File: config.mk
export PLATFORM = sky130hd
export DESIGN_NAME = atom_select_flat
export DESIGN_NICKNAME = d
export VERILOG_FILES = /design/src/rtl/atom_select_if.sv /design/src/rtl/atom_select.sv /design/src/flat_wrapper.sv
export SDC_FILE = /design/constraint.sdc
export NUM_CORES = 1
export LEC_CHECK = 0
export BUFFER_PORTS_ARGS = -buffer_cell sky130_fd_sc_hd__buf_2
export CORE_UTILIZATION = 50
export DETAILED_ROUTE_END_ITERATION = 7
export GPL_ROUTABILITY_DRIVEN = 0
export PLACE_DENSITY = 0.69
export SLEW_MARGIN = 20
export SYNTH_ARGS = -nofsm -noshare
export SYNTH_HDL_FRONTEND = slang
export SYNTH_SLANG_ARGS = --single-unit
File: constraint.sdc
create_clock -name clk -period 4.42 [get_ports clk]
set_input_delay 0.442 -clock clk [delete_from_list [all_inputs] [get_ports clk]]
set_output_delay 0.442 -clock clk [all_outputs]
set_load 0.01 [all_outputs]
File: src/rtl/atom_select_if.sv
`default_nettype none
// ============================================================================
//  Module      : atom_select_if
//  Description : Control, correlation-stream and index-register-file signals
//                of the OMP atom-selection stage.
//  Revision    : 1.0  initial release
// ============================================================================
interface atom_select_if #(
  parameter int DATA_W = 16,
  parameter int IDX_W  = 6,
  parameter int ADDR_W = 4
);
  // Control
  logic                     start;
  logic [ADDR_W-1:0]        iter;
  logic                     clear_mask;
  // Correlation stream
  logic                     corr_valid;
  logic signed [DATA_W-1:0] corr_data;
  logic                     corr_ready;
  // Index register file write port
  logic                     wr_en;
  logic [ADDR_W-1:0]        addr;
  logic [IDX_W-1:0]         D;
  // Completion / result
  logic                     done;
  logic                     none_found;
  logic [IDX_W-1:0]         sel_idx;
  logic [DATA_W-1:0]        sel_mag;

  modport master (
    output start, iter, clear_mask, corr_valid, corr_data,
    input  corr_ready, wr_en, addr, D, done, none_found, sel_idx, sel_mag
  );

  modport slave (
    input  start, iter, clear_mask, corr_valid, corr_data,
    output corr_ready, wr_en, addr, D, done, none_found, sel_idx, sel_mag
  );
endinterface
`default_nettype wire

File: src/rtl/atom_select.sv
`default_nettype none
// ============================================================================
//  Module      : atom_select
//  Description : Scans one iteration's correlation stream, picks the
//                largest-magnitude atom not yet selected, writes its index
//                into the index register file and marks it in a persistent
//                selected-atom bitmap.
//  Revision    : 1.0  initial release
// ============================================================================
module atom_select #(
  parameter int DATA_W = 16,
  parameter int N_ATOM = 64,
  parameter int IDX_W  = 6,
  parameter int ADDR_W = 4
) (
  input  wire logic      clk,
  input  wire logic      rst,
  atom_select_if.slave   bus
);

  localparam logic [IDX_W-1:0]  c_LAST_CNT = IDX_W'(N_ATOM - 1);
  localparam logic [IDX_W-1:0]  c_CNT_ONE  = IDX_W'(1);
  localparam logic [DATA_W-1:0] c_MAG_ONE  = DATA_W'(1);

  typedef enum logic [1:0] {
    S_IDLE  = 2'd0,
    S_SCAN  = 2'd1,
    S_WRITE = 2'd2,
    S_FIN   = 2'd3
  } state_t;

  state_t              r_state;
  state_t              w_state_nxt;

  logic [N_ATOM-1:0]   r_bitmap;
  logic [IDX_W-1:0]    r_cnt;
  logic [IDX_W-1:0]    r_best_idx;
  logic [DATA_W-1:0]   r_best_mag;
  logic                r_best_vld;
  logic [ADDR_W-1:0]   r_iter;

  logic                r_wr_en;
  logic [ADDR_W-1:0]   r_addr;
  logic [IDX_W-1:0]    r_D;
  logic                r_done;
  logic                r_none_found;
  logic [IDX_W-1:0]    r_sel_idx;
  logic [DATA_W-1:0]   r_sel_mag;

  logic                w_accept;
  logic [DATA_W-1:0]   w_mag;
  logic                w_elig;
  logic                w_take;
  logic                w_last;
  logic                w_best_vld_nxt;
  logic [IDX_W-1:0]    w_best_idx_nxt;

  // Beat qualification and running-maximum comparison for the current sample.
  // The magnitude is taken as an unsigned value so the most negative input
  // maps to 2^(DATA_W-1) without overflowing.
  always_comb begin
    w_accept       = (r_state == S_SCAN) && bus.corr_valid;
    w_mag          = bus.corr_data[DATA_W-1] ? (~bus.corr_data + c_MAG_ONE)
                                             : bus.corr_data;
    w_elig         = ~r_bitmap[r_cnt];
    w_take         = w_accept && w_elig && (!r_best_vld || (w_mag > r_best_mag));
    w_last         = w_accept && (r_cnt == c_LAST_CNT);
    w_best_vld_nxt = r_best_vld | w_take;
    w_best_idx_nxt = w_take ? r_cnt : r_best_idx;
  end

  // State register.
  always_ff @(posedge clk or posedge rst) begin
    if (rst) begin
      r_state <= S_IDLE;
    end else begin
      r_state <= w_state_nxt;
    end
  end

  // Next-state logic: IDLE -> SCAN on start, SCAN -> WRITE after the last
  // beat, then one cycle each in WRITE and FIN.
  always_comb begin
    w_state_nxt = r_state;
    case (r_state)
      S_IDLE:  if (bus.start) w_state_nxt = S_SCAN;
      S_SCAN:  if (w_last)    w_state_nxt = S_WRITE;
      S_WRITE:                w_state_nxt = S_FIN;
      S_FIN:                  w_state_nxt = S_IDLE;
      default:                w_state_nxt = S_IDLE;
    endcase
  end

  // Datapath: scan tracking, bitmap, write-port and result registers. The
  // write port is loaded on the last beat so wr_en/addr/D are valid for the
  // whole WRITE cycle and addr/D keep the last written values afterwards.
  always_ff @(posedge clk or posedge rst) begin
    if (rst) begin
      r_bitmap     <= '0;
      r_cnt        <= '0;
      r_best_idx   <= '0;
      r_best_mag   <= '0;
      r_best_vld   <= 1'b0;
      r_iter       <= '0;
      r_wr_en      <= 1'b0;
      r_addr       <= '0;
      r_D          <= '0;
      r_done       <= 1'b0;
      r_none_found <= 1'b0;
      r_sel_idx    <= '0;
      r_sel_mag    <= '0;
    end else begin
      case (r_state)
        S_IDLE: begin
          // Clearing and starting on the same edge gives the new scan an
          // empty mask, since the scan only reads the bitmap from SCAN on.
          if (bus.clear_mask) begin
            r_bitmap <= '0;
          end
          if (bus.start) begin
            r_iter     <= bus.iter;
            r_cnt      <= '0;
            r_best_vld <= 1'b0;
            r_best_mag <= '0;
          end
        end
        S_SCAN: begin
          if (w_accept) begin
            r_cnt <= r_cnt + c_CNT_ONE;
          end
          if (w_take) begin
            r_best_idx <= r_cnt;
            r_best_mag <= w_mag;
            r_best_vld <= 1'b1;
          end
          if (w_last) begin
            r_wr_en <= w_best_vld_nxt;
            if (w_best_vld_nxt) begin
              r_addr <= r_iter;
              r_D    <= w_best_idx_nxt;
            end
          end
        end
        S_WRITE: begin
          r_wr_en <= 1'b0;
          if (r_best_vld) begin
            r_bitmap[r_best_idx] <= 1'b1;
          end
          r_done       <= 1'b1;
          r_none_found <= ~r_best_vld;
          r_sel_idx    <= r_best_vld ? r_best_idx : '0;
          r_sel_mag    <= r_best_vld ? r_best_mag : '0;
        end
        S_FIN: begin
          r_done       <= 1'b0;
          r_none_found <= 1'b0;
        end
        default: begin
          r_wr_en <= 1'b0;
          r_done  <= 1'b0;
        end
      endcase
    end
  end

  assign bus.corr_ready = (r_state == S_SCAN);
  assign bus.wr_en      = r_wr_en;
  assign bus.addr       = r_addr;
  assign bus.D          = r_D;
  assign bus.done       = r_done;
  assign bus.none_found = r_none_found;
  assign bus.sel_idx    = r_sel_idx;
  assign bus.sel_mag    = r_sel_mag;

endmodule
`default_nettype wire

File: src/flat_wrapper.sv
// flat-port wrapper written by rule: the top's interface ports become plain ports
module atom_select_flat 
#(
  parameter int DATA_W = 16,
  parameter int N_ATOM = 64,
  parameter int IDX_W  = 6,
  parameter int ADDR_W = 4
)
  (clk, rst, bus_start, bus_iter, bus_clear_mask, bus_corr_valid, bus_corr_data, bus_corr_ready, bus_wr_en, bus_addr, bus_D, bus_done, bus_none_found, bus_sel_idx, bus_sel_mag);
  atom_select_if #(.DATA_W(DATA_W), .IDX_W(IDX_W), .ADDR_W(ADDR_W)) bus_i ();
  input  wire logic clk;
  input  wire logic rst;
  input wire logic [$bits(bus_i.start)-1:0] bus_start;
  input wire logic [$bits(bus_i.iter)-1:0] bus_iter;
  input wire logic [$bits(bus_i.clear_mask)-1:0] bus_clear_mask;
  input wire logic [$bits(bus_i.corr_valid)-1:0] bus_corr_valid;
  input wire logic [$bits(bus_i.corr_data)-1:0] bus_corr_data;
  output wire logic [$bits(bus_i.corr_ready)-1:0] bus_corr_ready;
  output wire logic [$bits(bus_i.wr_en)-1:0] bus_wr_en;
  output wire logic [$bits(bus_i.addr)-1:0] bus_addr;
  output wire logic [$bits(bus_i.D)-1:0] bus_D;
  output wire logic [$bits(bus_i.done)-1:0] bus_done;
  output wire logic [$bits(bus_i.none_found)-1:0] bus_none_found;
  output wire logic [$bits(bus_i.sel_idx)-1:0] bus_sel_idx;
  output wire logic [$bits(bus_i.sel_mag)-1:0] bus_sel_mag;
  assign bus_i.start = bus_start;
  assign bus_i.iter = bus_iter;
  assign bus_i.clear_mask = bus_clear_mask;
  assign bus_i.corr_valid = bus_corr_valid;
  assign bus_i.corr_data = bus_corr_data;
  assign bus_corr_ready = bus_i.corr_ready;
  assign bus_wr_en = bus_i.wr_en;
  assign bus_addr = bus_i.addr;
  assign bus_D = bus_i.D;
  assign bus_done = bus_i.done;
  assign bus_none_found = bus_i.none_found;
  assign bus_sel_idx = bus_i.sel_idx;
  assign bus_sel_mag = bus_i.sel_mag;
  atom_select #(.DATA_W(DATA_W), .N_ATOM(N_ATOM), .IDX_W(IDX_W), .ADDR_W(ADDR_W)) u_core (.clk(clk), .rst(rst), .bus(bus_i));
endmodule
* Word-level counts from Yosys, hierarchy flattened
Cells that the tools add are included.
Word-level totals: bits in registers 134, bits of input ports 25, output and inout port bits 36
Operators by class: add/sub/neg operators 2, magnitude comparators 4, equal/unequal tests 10, multiplexer cells 27, bitwise gates (word level) 5, reductions and logical operators 19
Operators by type and width (number):
- 2-to-1 mux 64 bit | 2
- one-hot mux 64 bit (2 select lines) | 1
- 2-to-1 mux 16 bit | 4
- bitwise OR 64 bit | 1
- one-hot mux 16 bit (2 select lines) | 1
- 2-to-1 mux 6 bit | 4
- adder 16 x 1 -> 16 bit (second input constant) | 1
- greater-than comparator 16 bit | 1
- inverter 16 bit | 1
- < comparator 6 x 7 -> 1 bit (second input constant) | 2
- one-hot mux 6 bit (2 select lines) | 1
- AND reduction 3 bit | 4
- != test 2 x 1 -> 1 bit (second input constant) | 4
- one-hot mux 1 bit (2 select lines) | 4
- one-hot mux 2 bit (4 select lines) | 1
- nonzero test 2 bit | 4
- adder 6 x 1 -> 6 bit (second input constant) | 1
- binary-select mux 1 bit (select 6 bit) | 1
- demux 1 bit (select 6 bit) | 1
- equality test 6 bit (second input constant) | 1
- >= comparator 6 x 1 -> 1 bit (second input constant) | 1
- AND reduction 2 bit | 3
- logical AND 1 bit | 5
- 2-to-1 mux 1 bit | 5
- 9 further kinds | 13

* Longest topological paths before layout
Gate-level depths: netlist of the first run.
word-level depth 9, gate-level depth with buffers 16, mapped depth without buffers 14

* Least setup slack after synthesis of the first run
No wires, ideal clock.
path kind input -> register, start point input port bus_corr_data[5], end point register u_core.r_best_idx[3], library setup time 0.125 ns, arrival time 3.588 ns, required time 4.295 ns, setup slack 0.707 ns, stages on the path 15, path buffers 1, path through or4_1 nor4_2 nand2_1 or3_1 nand2_1 xnor2_1 ha_1 nand4_1 nor4_1 nor3_1 o31a_1 o31a_1 buf_6 nand2_4 mux2_4
On the way: word-level cells in the longest chain between the ends 7
RTL lines:
- start: declaration | RTL line flat_wrapper.sv:17 | input wire logic [$bits(bus_i.corr_data)-1:0] bus_corr_data;
- inverter 16 bit | RTL line atom_select.sv:63 | w_mag = bus.corr_data[DATA_W-1] ? (~bus.corr_data + c_MAG_ONE)
- adder 16 x 1 -> 16 bit | RTL line atom_select.sv:63
- 2-to-1 mux 16 bit (*) | RTL line atom_select.sv:63
- greater-than comparator 16 bit (*) | RTL line atom_select.sv:66 | w_take = w_accept && w_elig && (!r_best_vld || (w_mag > r_best_mag));
- logical OR 1 bit (*) | RTL line atom_select.sv:66
- logical AND 1 bit (*) | RTL line atom_select.sv:66
- 2-to-1 mux 6 bit (*)
- end signal: assignment | RTL line atom_select.sv:132 | r_best_idx <= r_cnt;
- end: declaration | RTL line atom_select.sv:37 | logic [IDX_W-1:0] r_best_idx;
Every way passes the cells marked *; elsewhere a longest branch is shown, timed or not. A chain may end at the register's enable or synchronous reset.

* Final worst setup path of the first run
start point input port bus_corr_data[5], end point register u_core.r_best_mag[13]
On the way: word-level cells in the longest chain between the ends 8, elaborated cells on any way between the ends 10, classes of those cells add/sub (1); order compare (1); eq/ne (1); mux (3); bitwise (1); reduce/logical (3)
RTL lines:
- inverter 16 bit | RTL line atom_select.sv:63
- adder 16 x 1 -> 16 bit | RTL line atom_select.sv:63
- 2-to-1 mux 16 bit (*) | RTL line atom_select.sv:63
- greater-than comparator 16 bit | RTL line atom_select.sv:66
- logical OR 1 bit | RTL line atom_select.sv:66
- logical AND 1 bit | RTL line atom_select.sv:66
- != test 2 x 1 -> 1 bit (no source line)
- AND reduction 3 bit (no source line)
- end signal: assignment | RTL line atom_select.sv:133 | r_best_mag <= w_mag;
- end: declaration | RTL line atom_select.sv:38 | logic [DATA_W-1:0] r_best_mag;
Every way passes the cells marked *; elsewhere a longest branch is shown, timed or not. The select of a mux whose other input is x is not followed.

==> metrics.cfg, run 1 <==
[clocking]
clk_pin_slew_ns=0.05
hold_buffers=0
cts_resized=0
h-tree-depth=4
numCtsBuffers=17
cts_setup_buffers=0
cts_root_buf=clkbuf_16
clk_latency_ns=0.42
clock_path_buffers=2
cts_tree=built
cts_sinks=134

[sta]
fin_skew_ns=0.008540
slew_viol_final=0
max_slew_margin=0.3026
layout_setup_ws_ns=0.6803
tightest_slew_ns=1.044
period_needed_ns=3.740
hold_slack_ns=0.1632
period_share=0.8461
rsz0062_at_grt=no
finalSetupTns_ns=0
hold_viol=0
setup_viol=0
max_freq_mhz=267.4

[finish]
final_nets=755
fillers=1083
area_growth_pct=15.93
stdcell_count=893
multi_input_area_um2=2972
drive_gt1_frac=0.1997
regArea_um2=3353
post-route-util=0.6041
diodes=0
finalInstanceArea_um2=7747

[job]
maxCapViolations=0

[synthesis]
syn_area_um2=6683
synth-edff-count=0
synth-seq-area-share=0.5018
ys_ff_latch=134
ys_warn_count=0
synth_flop_cell=dfrtp_1
syn_inst=657
synth.distinct_cells=59
avgSynthCellArea_um2=10.17
asyncSetResetFlopFracSynth=1.000
synth_fp_nets=704

[global_routing]
grt_pass1_wl_um=25930
grtUsageTotal=0.2409
grt_pass1_vias=5090
grt_overflow=0
antenna_found_initial=0
grt_max_degree=66

[die]
io_pins=61
die_h_um=117.6
core_area_um2=12820
dieArea_um2=13830
fp-row-count=41
die_x_um=117.6
start_util=0.5211

[critical_path]
cp.arrival_ns=4.10
cp-start-kind=primary input
reg2reg_slack_ns=1.27
path_max_fanout=15
end_kind=flop
rr_endpoint=u_core.r_best_mag[0]
reg2reg_depth=7
worstSetupPathType=primary input to flop
critPathRequiredTime_ns=4.78
timing.rr.start=u_core.r_cnt[1]

[placed_design]
placed_area_um2=7112
place_hpwl_um=10880
place_ws_ns=0.2713
dp_cells=861
io_buffer_count=60

[route]
wire_per_inst_um=17.63
routed_wl_um=15740
final_antenna_net_count=0
initialDrtViolationCount=359
vias=5127
routed_via_density=5.741
drc_errors=0
first_pass_iters=4

[power_and_ir_drop]
p_total_mw=4.400
ir_worst_vdd_mv=0.3518
p_per_area_nw_per_um2=567.9
p_leak_nw=3.619

[run_status]
status=completed

[worst_hold_path]
hp-class=primary input to asynchronous set/reset pin

[worst max-delay path, stage by stage]
cell and delay (ns):
buf_2 0.12, or4_1 0.61, nor4_2 0.21, nand2_1 0.13, or3_1 0.41, nor4b_2 0.30, ha_1 0.21, nand4_1 0.15
nor4_1 0.38, nor3_1 0.08, o31a_1 0.14, o31a_1 0.32, buf_4 0.21, a311oi_1 0.28, a21o_1 0.11
[routing by layer]
layer / share of wire / wire length (um) / up-vias / global-route usage
li1: - / - / 2424 / -
met1: 0.43 / 6789 / 2483 / 0.3180
met2: 0.48 / 7560 / 177 / 0.3717
met3: 0.055 / 865 / 43 / 0.05620
met4: 0.033 / 524 / 0 / 0.1234
met5: 0 / 0 / - / 0
[sequential cells by signal, indices dropped and copies added, names as in the netlist, 6 cells and up]
signal              count
u_core.bus.sel_mag     16
u_core.r_best_mag      16
u_core.r_best_idx       6
u_core.bus.D            6
u_core.r_cnt            6
u_core.r_bitmap        64
u_core.bus.sel_idx      6
[report_power, final]
group          switching, mW  internal, mW  total [mW]  leakage (nW)
sequential             0.236          1.43        1.66          1.83
combinational          0.785         0.466        1.25          1.48
clock                  0.509         0.975        1.48         0.306
[cells in the mapped netlist, types with 2 or more instances]
cell	count	area share
nor3_1	10	0.0075
mux2i_1	6	0.0090
nand2_1	26	0.015
buf_2	5	0.0037
a21boi_0	2	0.0022
mux2_2	8	0.013
o31ai_1	17	0.019
xnor2_1	11	0.014
ha_1	22	0.041
o41ai_1	2	0.0026
o31a_1	3	0.0039
clkbuf_1	25	0.014
a21oi_1	72	0.054
o221a_2	2	0.0034
xor2_1	4	0.0052
a22o_1	2	0.0026
buf_6	2	0.0034
or3_1	3	0.0028
nand3_1	33	0.025
nor2b_1	6	0.0056
nor3b_1	5	0.0056
a31oi_1	2	0.0019
nor2_1	82	0.046
buf_4	4	0.0045
inv_1	49	0.028
and3b_1	2	0.0026
dfrtp_1	134	0.50
o21a_1	3	0.0034
nand2b_1	4	0.0037
mux2_4	6	0.013
o211ai_1	4	0.0045
mux4_2	16	0.054
o22a_1	4	0.0052
buf_1	4	0.0022
o21ai_0	36	0.027
nand4_1	18	0.017
[layout by cell type (no fill, tap or decap), types with 4 or more instances in the layout]
| cell | instances |
|---|---|
| buf_4 | 12 |
| mux4_2 | 16 |
| o31ai_1 | 17 |
| clkbuf_16 | 17 |
| dfrtp_1 | 134 |
| nor3_1 | 9 |
| nand3_1 | 33 |
| xor2_1 | 4 |
| inv_1 | 48 |
| o21ai_0 | 36 |
| ha_1 | 22 |
| mux2_4 | 6 |
| nor2_1 | 81 |
| o211ai_1 | 4 |
| nand4_1 | 18 |
| nor3b_1 | 5 |
| nand2_1 | 26 |
| clkbuf_8 | 6 |
| xnor2_1 | 11 |
| a21oi_1 | 72 |
| nor2b_1 | 6 |
| o22a_1 | 4 |
| nand2b_1 | 4 |
| mux2i_1 | 6 |
| buf_2 | 60 |
| mux2_2 | 8 |
[layout make-up]
type | count | share of cell area
clock buffer | 25 | 0.06654
sequential | 134 | 0.4328
inverter | 49 | 0.02406
multi-input combinational | 434 | 0.3836
clock inverter | 7 | 0.01486
tap | 172 | 0.02778
timing repair buffer | 72 | 0.05039
[how the worst max path moves through the flow]
| stage | to | slack (ns) | cells past startpoint | from |
|---|---|---|---|---|
| floorplan | u_core.bus.D[0] | 0.40 | 1 | rst |
| global placement | u_core.r_best_mag[13] | 0.40 | 16 | bus_corr_data[5] |
| detailed placement | u_core.r_best_mag[13] | 0.27 | 15 | bus_corr_data[5] |
| CTS | u_core.r_best_mag[13] | 0.71 | 15 | bus_corr_data[5] |
| global route | u_core.r_best_mag[3] | 0.34 | 14 | bus_corr_data[3] |
| finish | u_core.r_best_mag[13] | 0.68 | 15 | bus_corr_data[5] |
[logic make-up after synthesis]
logic type	Yosys count	share of synthesized area
xor+xnor	15	0.01966
fa+ha+maj	22	0.04119
mux	36	0.08987
buf+inv	89	0.05542
compound gates	161	0.1472
flops	134	0.5018
simple gates	200	0.1449
Note: power is estimated with default switching activity, not from simulation.
==> run 2, diff against run 1 <==
clock period = 3.6 ns   (was 4.42 ns; I/O delays follow)
==> run 2 against run 1 <==
Effect of this change:
- non-clock buffer count is 24 higher
- largest cell class unchanged
- critical path type unchanged
- sequential share of layout area is 0.82 points lower
- largest power group unchanged
- combinational power is 38% higher
- clock power increased by 7%
- final cell count is 2.7% higher
==> metrics.cfg, run 2 (synthesized netlist as in run 1, its figures left out) <==
[global_routing]
use_met2=0.4015  ; was 0.3717
grtUsageTotal=0.2429  ; was 0.2409
grt_max_degree=66  ; unchanged
grt_pass1_wl_um=26430  ; was 25930 um
gr-usage-met3=0.04167  ; was 0.05620
grt_overflow=0  ; unchanged
antenna_found_initial=0  ; unchanged
use_met1=0.3184  ; was 0.3180
grt_pass1_vias=5280  ; was 5090
top_usage_layer=met2  ; unchanged

[sta]
max_freq_mhz=291.1
tightest_slew_ns=0.9345  ; was 1.044 ns
hold_viol=0  ; unchanged
hold_slack_ns=0.05536  ; was 0.1632 ns
layout_setup_ws_ns=0.1644  ; was 0.6803 ns
max_slew_margin=0.3747  ; was 0.3026
fin_skew_ns=0.008738  ; was 0.008540 ns
period_needed_ns=3.436
slew_viol_final=0  ; unchanged
period_share=0.9543
setup_viol=0  ; unchanged
finalSetupTns_ns=0  ; unchanged

[finish]
drive_gt1_frac=0.2322  ; was 0.1997
top_register=u_core.r_bitmap  ; unchanged
fillers=1044  ; was 1083
area_growth_pct=18.18  ; was 15.93%
final_common_cell=dfrtp_1  ; unchanged
stdcell_count=917  ; was 893
final_nets=779  ; was 755
post-route-util=0.6158  ; was 0.6041
diodes=0  ; unchanged
final_cell_mix=dfrtp_1, nor2_1, a21oi_1  ; unchanged
largest_reg_flops=64  ; unchanged

[critical_path]
worstSetupPathType=primary input to flop  ; unchanged
critPathRequiredTime_ns=3.91  ; was 4.78 ns
path_max_fanout=6  ; was 15
path_cells=buf_2 -> or4_4 -> nor4_4 -> nand2_1 -> buf_4 -> o31a_1 -> xor2_1 -> ha_1 -> nand4_1 -> nor4_2 -> buf_4 -> nor2_1 -> o31a_1 -> nand2_4 -> mux2_4  ; was buf_2 -> or4_1 -> nor4_2 -> nand2_1 -> or3_1 -> nor4b_2 -> ha_1 -> nand4_1 -> nor4_1 -> nor3_1 -> o31a_1 -> o31a_1 -> buf_4 -> a311oi_1 -> a21o_1
max_stage_delay_ns=0.55  ; was 0.61 ns
end_kind=flop  ; unchanged
cp.arrival_ns=3.74  ; was 4.10 ns
crit_family=simple AND/OR/NAND/NOR gates  ; unchanged
critPathSlowestCell=or4_4  ; was or4_1
cp_num_buf_inv=3  ; was 2
cp-start-kind=primary input  ; unchanged

[route]
routed_via_density=5.763  ; was 5.741
vias=5285  ; was 5127
drc_errors=0  ; unchanged
wire_per_inst_um=17.39  ; was 17.63 um
initialDrtViolationCount=335  ; was 359
final_antenna_net_count=0  ; unchanged
routed_wl_um=15950  ; was 15740 um
first_pass_iters=5  ; was 4

[die]
fp-row-count=41  ; unchanged
dieArea_um2=13830  ; unchanged
die_h_um=117.6  ; unchanged
die_x_um=117.6  ; unchanged
core_area_um2=12820  ; unchanged
start_util=0.5211  ; unchanged
io_pins=61  ; unchanged

[power_and_ir_drop]
p_per_area_nw_per_um2=668.4  ; was 567.9 nW/um2
ir_worst_vdd_mv=0.4176  ; was 0.3518 mV
p_leak_nw=3.694  ; was 3.619 nW

[placed_design]
dp_cells=883  ; was 861
place_ws_ns=-0.2726  ; was 0.2713 ns
io_buffer_count=60  ; unchanged
place_hpwl_um=10740  ; was 10880 um

[clocking]
clock_path_buffers=2  ; unchanged
h-tree-depth=4  ; unchanged
numCtsBuffers=17  ; unchanged
cts_tree=built  ; unchanged
cts_root_buf=clkbuf_16  ; unchanged
clk_pin_slew_ns=0.06  ; was 0.05 ns
clk_latency_ns=0.42  ; about the same
cts_sinks=134  ; unchanged

[run_status]
status=completed  ; unchanged

[worst_hold_path]
hp-class=primary input to asynchronous set/reset pin  ; unchanged

[job]
maxCapViolations=0  ; unchanged

==> run 2: layer usage <==
layer,vias to the layer above,share of wire
met5,-,0
met4,0,0.022
met2,154,0.49
met3,28,0.045
li1,2483,-
met1,2620,0.44
==> run 2: power by group <==
part / switching (mW) / leakage, nW / internal, mW
logic: 1.07 / 1.61 / 0.644
clock network: 0.680 / 0.253 / 0.904
registers: 0.223 / 1.83 / 1.75
==> run 2: cell type report <==
cell class                      count  area (um2)  area share
Clock buffer                       19       442.9     0.05608
Multi-Input combinational cell    434        3012      0.3813
Timing Repair Buffer               96       586.8     0.07430
Clock inverter                     13       100.1     0.01267
Sequential cell                   134        3353      0.4246
Inverter                           49       187.7     0.02376
Tap cell                          172       215.2     0.02725
==> run 2: through the flow <==
stage / power [mW] / cell area (um2)
floorplan: 3.124 / 6696
global placement: 3.618 / 7301
detailed placement: 3.670 / 7301
CTS: 5.259 / 7844
global route: 5.568 / 7898
finish: 5.278 / 7898
==> run 2: worst paths after layout <==
| kind | startpoint | endpoint | slack, ns | depth (start not counted) |
|---|---|---|---|---|
| setup / recovery | bus_corr_data[5] | u_core.r_best_idx[4] | 0.16 | 15 |
| hold / removal | rst | u_core.bus.addr[0] | 0.06 | 2 |
| setup reg to reg | u_core.r_cnt[1] | u_core.bus.addr[0] | 0.80 | 7 |
| hold reg to reg | u_core.r_bitmap[5] | u_core.r_bitmap[5] | 0.49 | 2 |
| max in group asynchronous | rst | u_core.r_best_mag[11] | 2.62 | 3 |
| min in group clk | bus_iter[3] | u_core.r_iter[3] | 0.17 | 2 |
==> run 2: repair_timing <==
item,in CTS,in global routing
setup buffers,0,2
setup endpoints to repair,0,16
hold buffers,0,0
gates resized for setup,0,6
==> run 3, diff against run 2 <==
CORE_MARGIN = 4   (was default)
GPL_ROUTABILITY_DRIVEN = default   (was 0)
HOLD_SLACK_MARGIN = 0.1   (was default)
==> run 3 against run 2 <==
Effect of this change:
- clock power is 10% higher
- sequential share of layout area fell by 0.75 points
- utilization up 0.85 points
- first-iteration DRC count grew 28%
- critical path type unchanged
- highest routed layer unchanged
==> metrics.cfg, run 3 (synthesized netlist as in run 1, its figures left out) <==
[finish]
final_nets=783  ; was 779
drive_gt1_frac=0.2430  ; was 0.2322
final_common_cell=dfrtp_1  ; unchanged
largest_reg_flops=64  ; unchanged
final_cell_mix=dfrtp_1, nor2_1, a21oi_1  ; unchanged
area_growth_pct=20.30  ; was 18.18%
diodes=0  ; unchanged
top_register=u_core.r_bitmap  ; unchanged

[sta]
layout_setup_ws_ns=0.08490  ; was 0.1644 ns
max_slew_margin=0.3708  ; was 0.3747
max_freq_mhz=284.5  ; was 291.1 MHz
hold_slack_ns=0.09060  ; was 0.05536 ns
tightest_slew_ns=0.9418  ; was 0.9345 ns
period_share=0.9764  ; was 0.9543
slew_viol_final=0  ; unchanged
finalSetupTns_ns=0  ; unchanged
hold_viol=0  ; unchanged
setup_viol=0  ; unchanged
fin_skew_ns=0.007425  ; was 0.008738 ns
period_needed_ns=3.515  ; was 3.436 ns

[global_routing]
grt_pass1_wl_um=26450  ; was 26430 um
grtUsageTotal=0.2241  ; was 0.2429
grt_overflow=0  ; unchanged
antenna_found_initial=0  ; unchanged
use_met2=0.3636  ; was 0.4015
grt_max_degree=135  ; was 66
gr-usage-met3=0.04360  ; was 0.04167
top_usage_layer=met2  ; unchanged
use_met1=0.2938  ; was 0.3184
grt_pass1_vias=5199  ; was 5280

[placed_design]
place_hpwl_um=10910  ; was 10740 um
place_ws_ns=-0.3817  ; was -0.2726 ns
io_buffer_count=60  ; unchanged
place.gp.congestion=0.9148

[route]
drc_errors=0  ; unchanged
vias=5365  ; was 5285
wire_per_inst_um=17.58  ; was 17.39 um
first_pass_iters=5  ; unchanged
final_antenna_net_count=0  ; unchanged
initialDrtViolationCount=430  ; was 335
routed_wl_um=16190  ; was 15950 um
routed_via_density=5.825  ; was 5.763

[run_status]
status=completed  ; unchanged

[power_and_ir_drop]
p_per_area_nw_per_um2=678.2  ; was 668.4 nW/um2
p_leak_nw=3.777  ; was 3.694 nW
ir_worst_vdd_mv=0.3837  ; was 0.4176 mV

[critical_path]
cp.arrival_ns=3.82  ; was 3.74 ns
reg2reg_depth=7  ; unchanged
crit_path_start=bus_corr_data[5]  ; unchanged
path_max_fanout=6  ; unchanged
cp-endpoint=u_core.r_best_idx[2]  ; was u_core.r_best_idx[4]
worstSetupPathType=primary input to flop  ; unchanged
end_kind=flop  ; unchanged
reg2reg_slack_ns=0.72  ; was 0.80 ns
cp-start-kind=primary input  ; unchanged
timing.rr.start=u_core.r_cnt[1]  ; unchanged
rr_endpoint=u_core.bus.addr[0]  ; unchanged
critPathRequiredTime_ns=3.90  ; was 3.91 ns

[clocking]
clock_path_buffers=2  ; unchanged
hold_buffers=0  ; unchanged
cts_tree=built  ; unchanged
cts_sinks=134  ; unchanged
numCtsBuffers=17  ; unchanged
h-tree-depth=4  ; unchanged
clk_pin_slew_ns=0.06  ; about the same
cts_root_buf=clkbuf_16  ; unchanged
clk_latency_ns=0.42  ; about the same

[die]
fp-row-count=41  ; unchanged
die_x_um=123.6  ; was 117.6 um
core_area_um2=12880  ; was 12820 um2
start_util=0.5190  ; was 0.5211
io_pins=61  ; unchanged
die_h_um=123.6  ; was 117.6 um
dieArea_um2=15280  ; was 13830 um2

[worst_hold_path]
hp-class=primary input to asynchronous set/reset pin  ; unchanged

[job]
maxCapViolations=0  ; unchanged

-- run 3: cell count changes in the layout (fill, tap and decap cells not counted), sizes merged --
cell | before | now
clkinv | 4 | 6
inv | 52 | 48
clkbuf | 19 | 20
clkinvlp | 6 | 4
bufinv | 0 | 3
buf | 96 | 100
-- run 3: per-layer routing --
layer,wire (um),part of all wire
met5,0,0
met1,6771,0.42
met3,991,0.061
met2,7977,0.49
met4,450,0.028
-- run 3: worst min-delay path by stage --
stage | startpoint | to | slack, ns | cells past startpoint
global placement | u_core.r_bitmap[17] | u_core.r_bitmap[17] | 0.47 | 2
detailed placement | u_core.r_bitmap[14] | u_core.r_bitmap[14] | 0.48 | 2
finish | rst | u_core.bus.D[2] | 0.09 | 3
CTS | bus_iter[0] | u_core.r_iter[0] | 0.16 | 2
global route | bus_iter[2] | u_core.r_iter[2] | 0.17 | 2
floorplan | u_core.r_bitmap[12] | u_core.r_bitmap[12] | 0.46 | 2
-- run 3: power breakdown --
| part | internal [mW] | switching, mW | total, mW |
|---|---|---|---|
| Sequential | 1.75 | 0.229 | 1.98 |
| Combinational | 0.661 | 1.06 | 1.72 |
| Clock | 1.10 | 0.640 | 1.74 |
| Total | 3.52 | 1.93 | 5.45 |
-- run 3: area by class of cell --
cell class	count	area (um2)
fill	1045	4837
multi-input combinational	434	3049
clock inverter	12	153.9
timing repair buffer	100	633.1
tap	172	215.2
clock buffer	20	446.7
inverter	49	187.7
sequential	134	3353
-- run 3: repair_timing --
item	in CTS	in global routing
resized for setup	0	14
endpoints found under the setup margin	0	28
buffers inserted	0	5
-- run 3: through the flow --
step | power (mW) | area (um2) | instances | util
2_1_floorplan | 3.124 | 6696 | 657 | -
3_3_place_gp | 3.600 | 7308 | 884 | 0.5676
3_5_place_dp | 3.660 | 7308 | 884 | 0.5676
6_report | 5.452 | 8039 | 921 | 0.6243
5_1_grt | 5.764 | 8039 | 921 | 0.6243
4_1_cts | 5.421 | 7909 | 916 | 0.6142
-- run 3: critical path: stages --
cell     delay, ns
buf_2         0.11
or4_4         0.56
nor4_4        0.20
nand2_2       0.11
buf_6         0.12
o31a_1        0.24
xor2_1        0.16
ha_1          0.33
nand4_1       0.19
nor4_4        0.35
nor2_1        0.12
buf_4         0.15
o31a_1        0.35
nand2_4       0.15
mux2_4        0.31
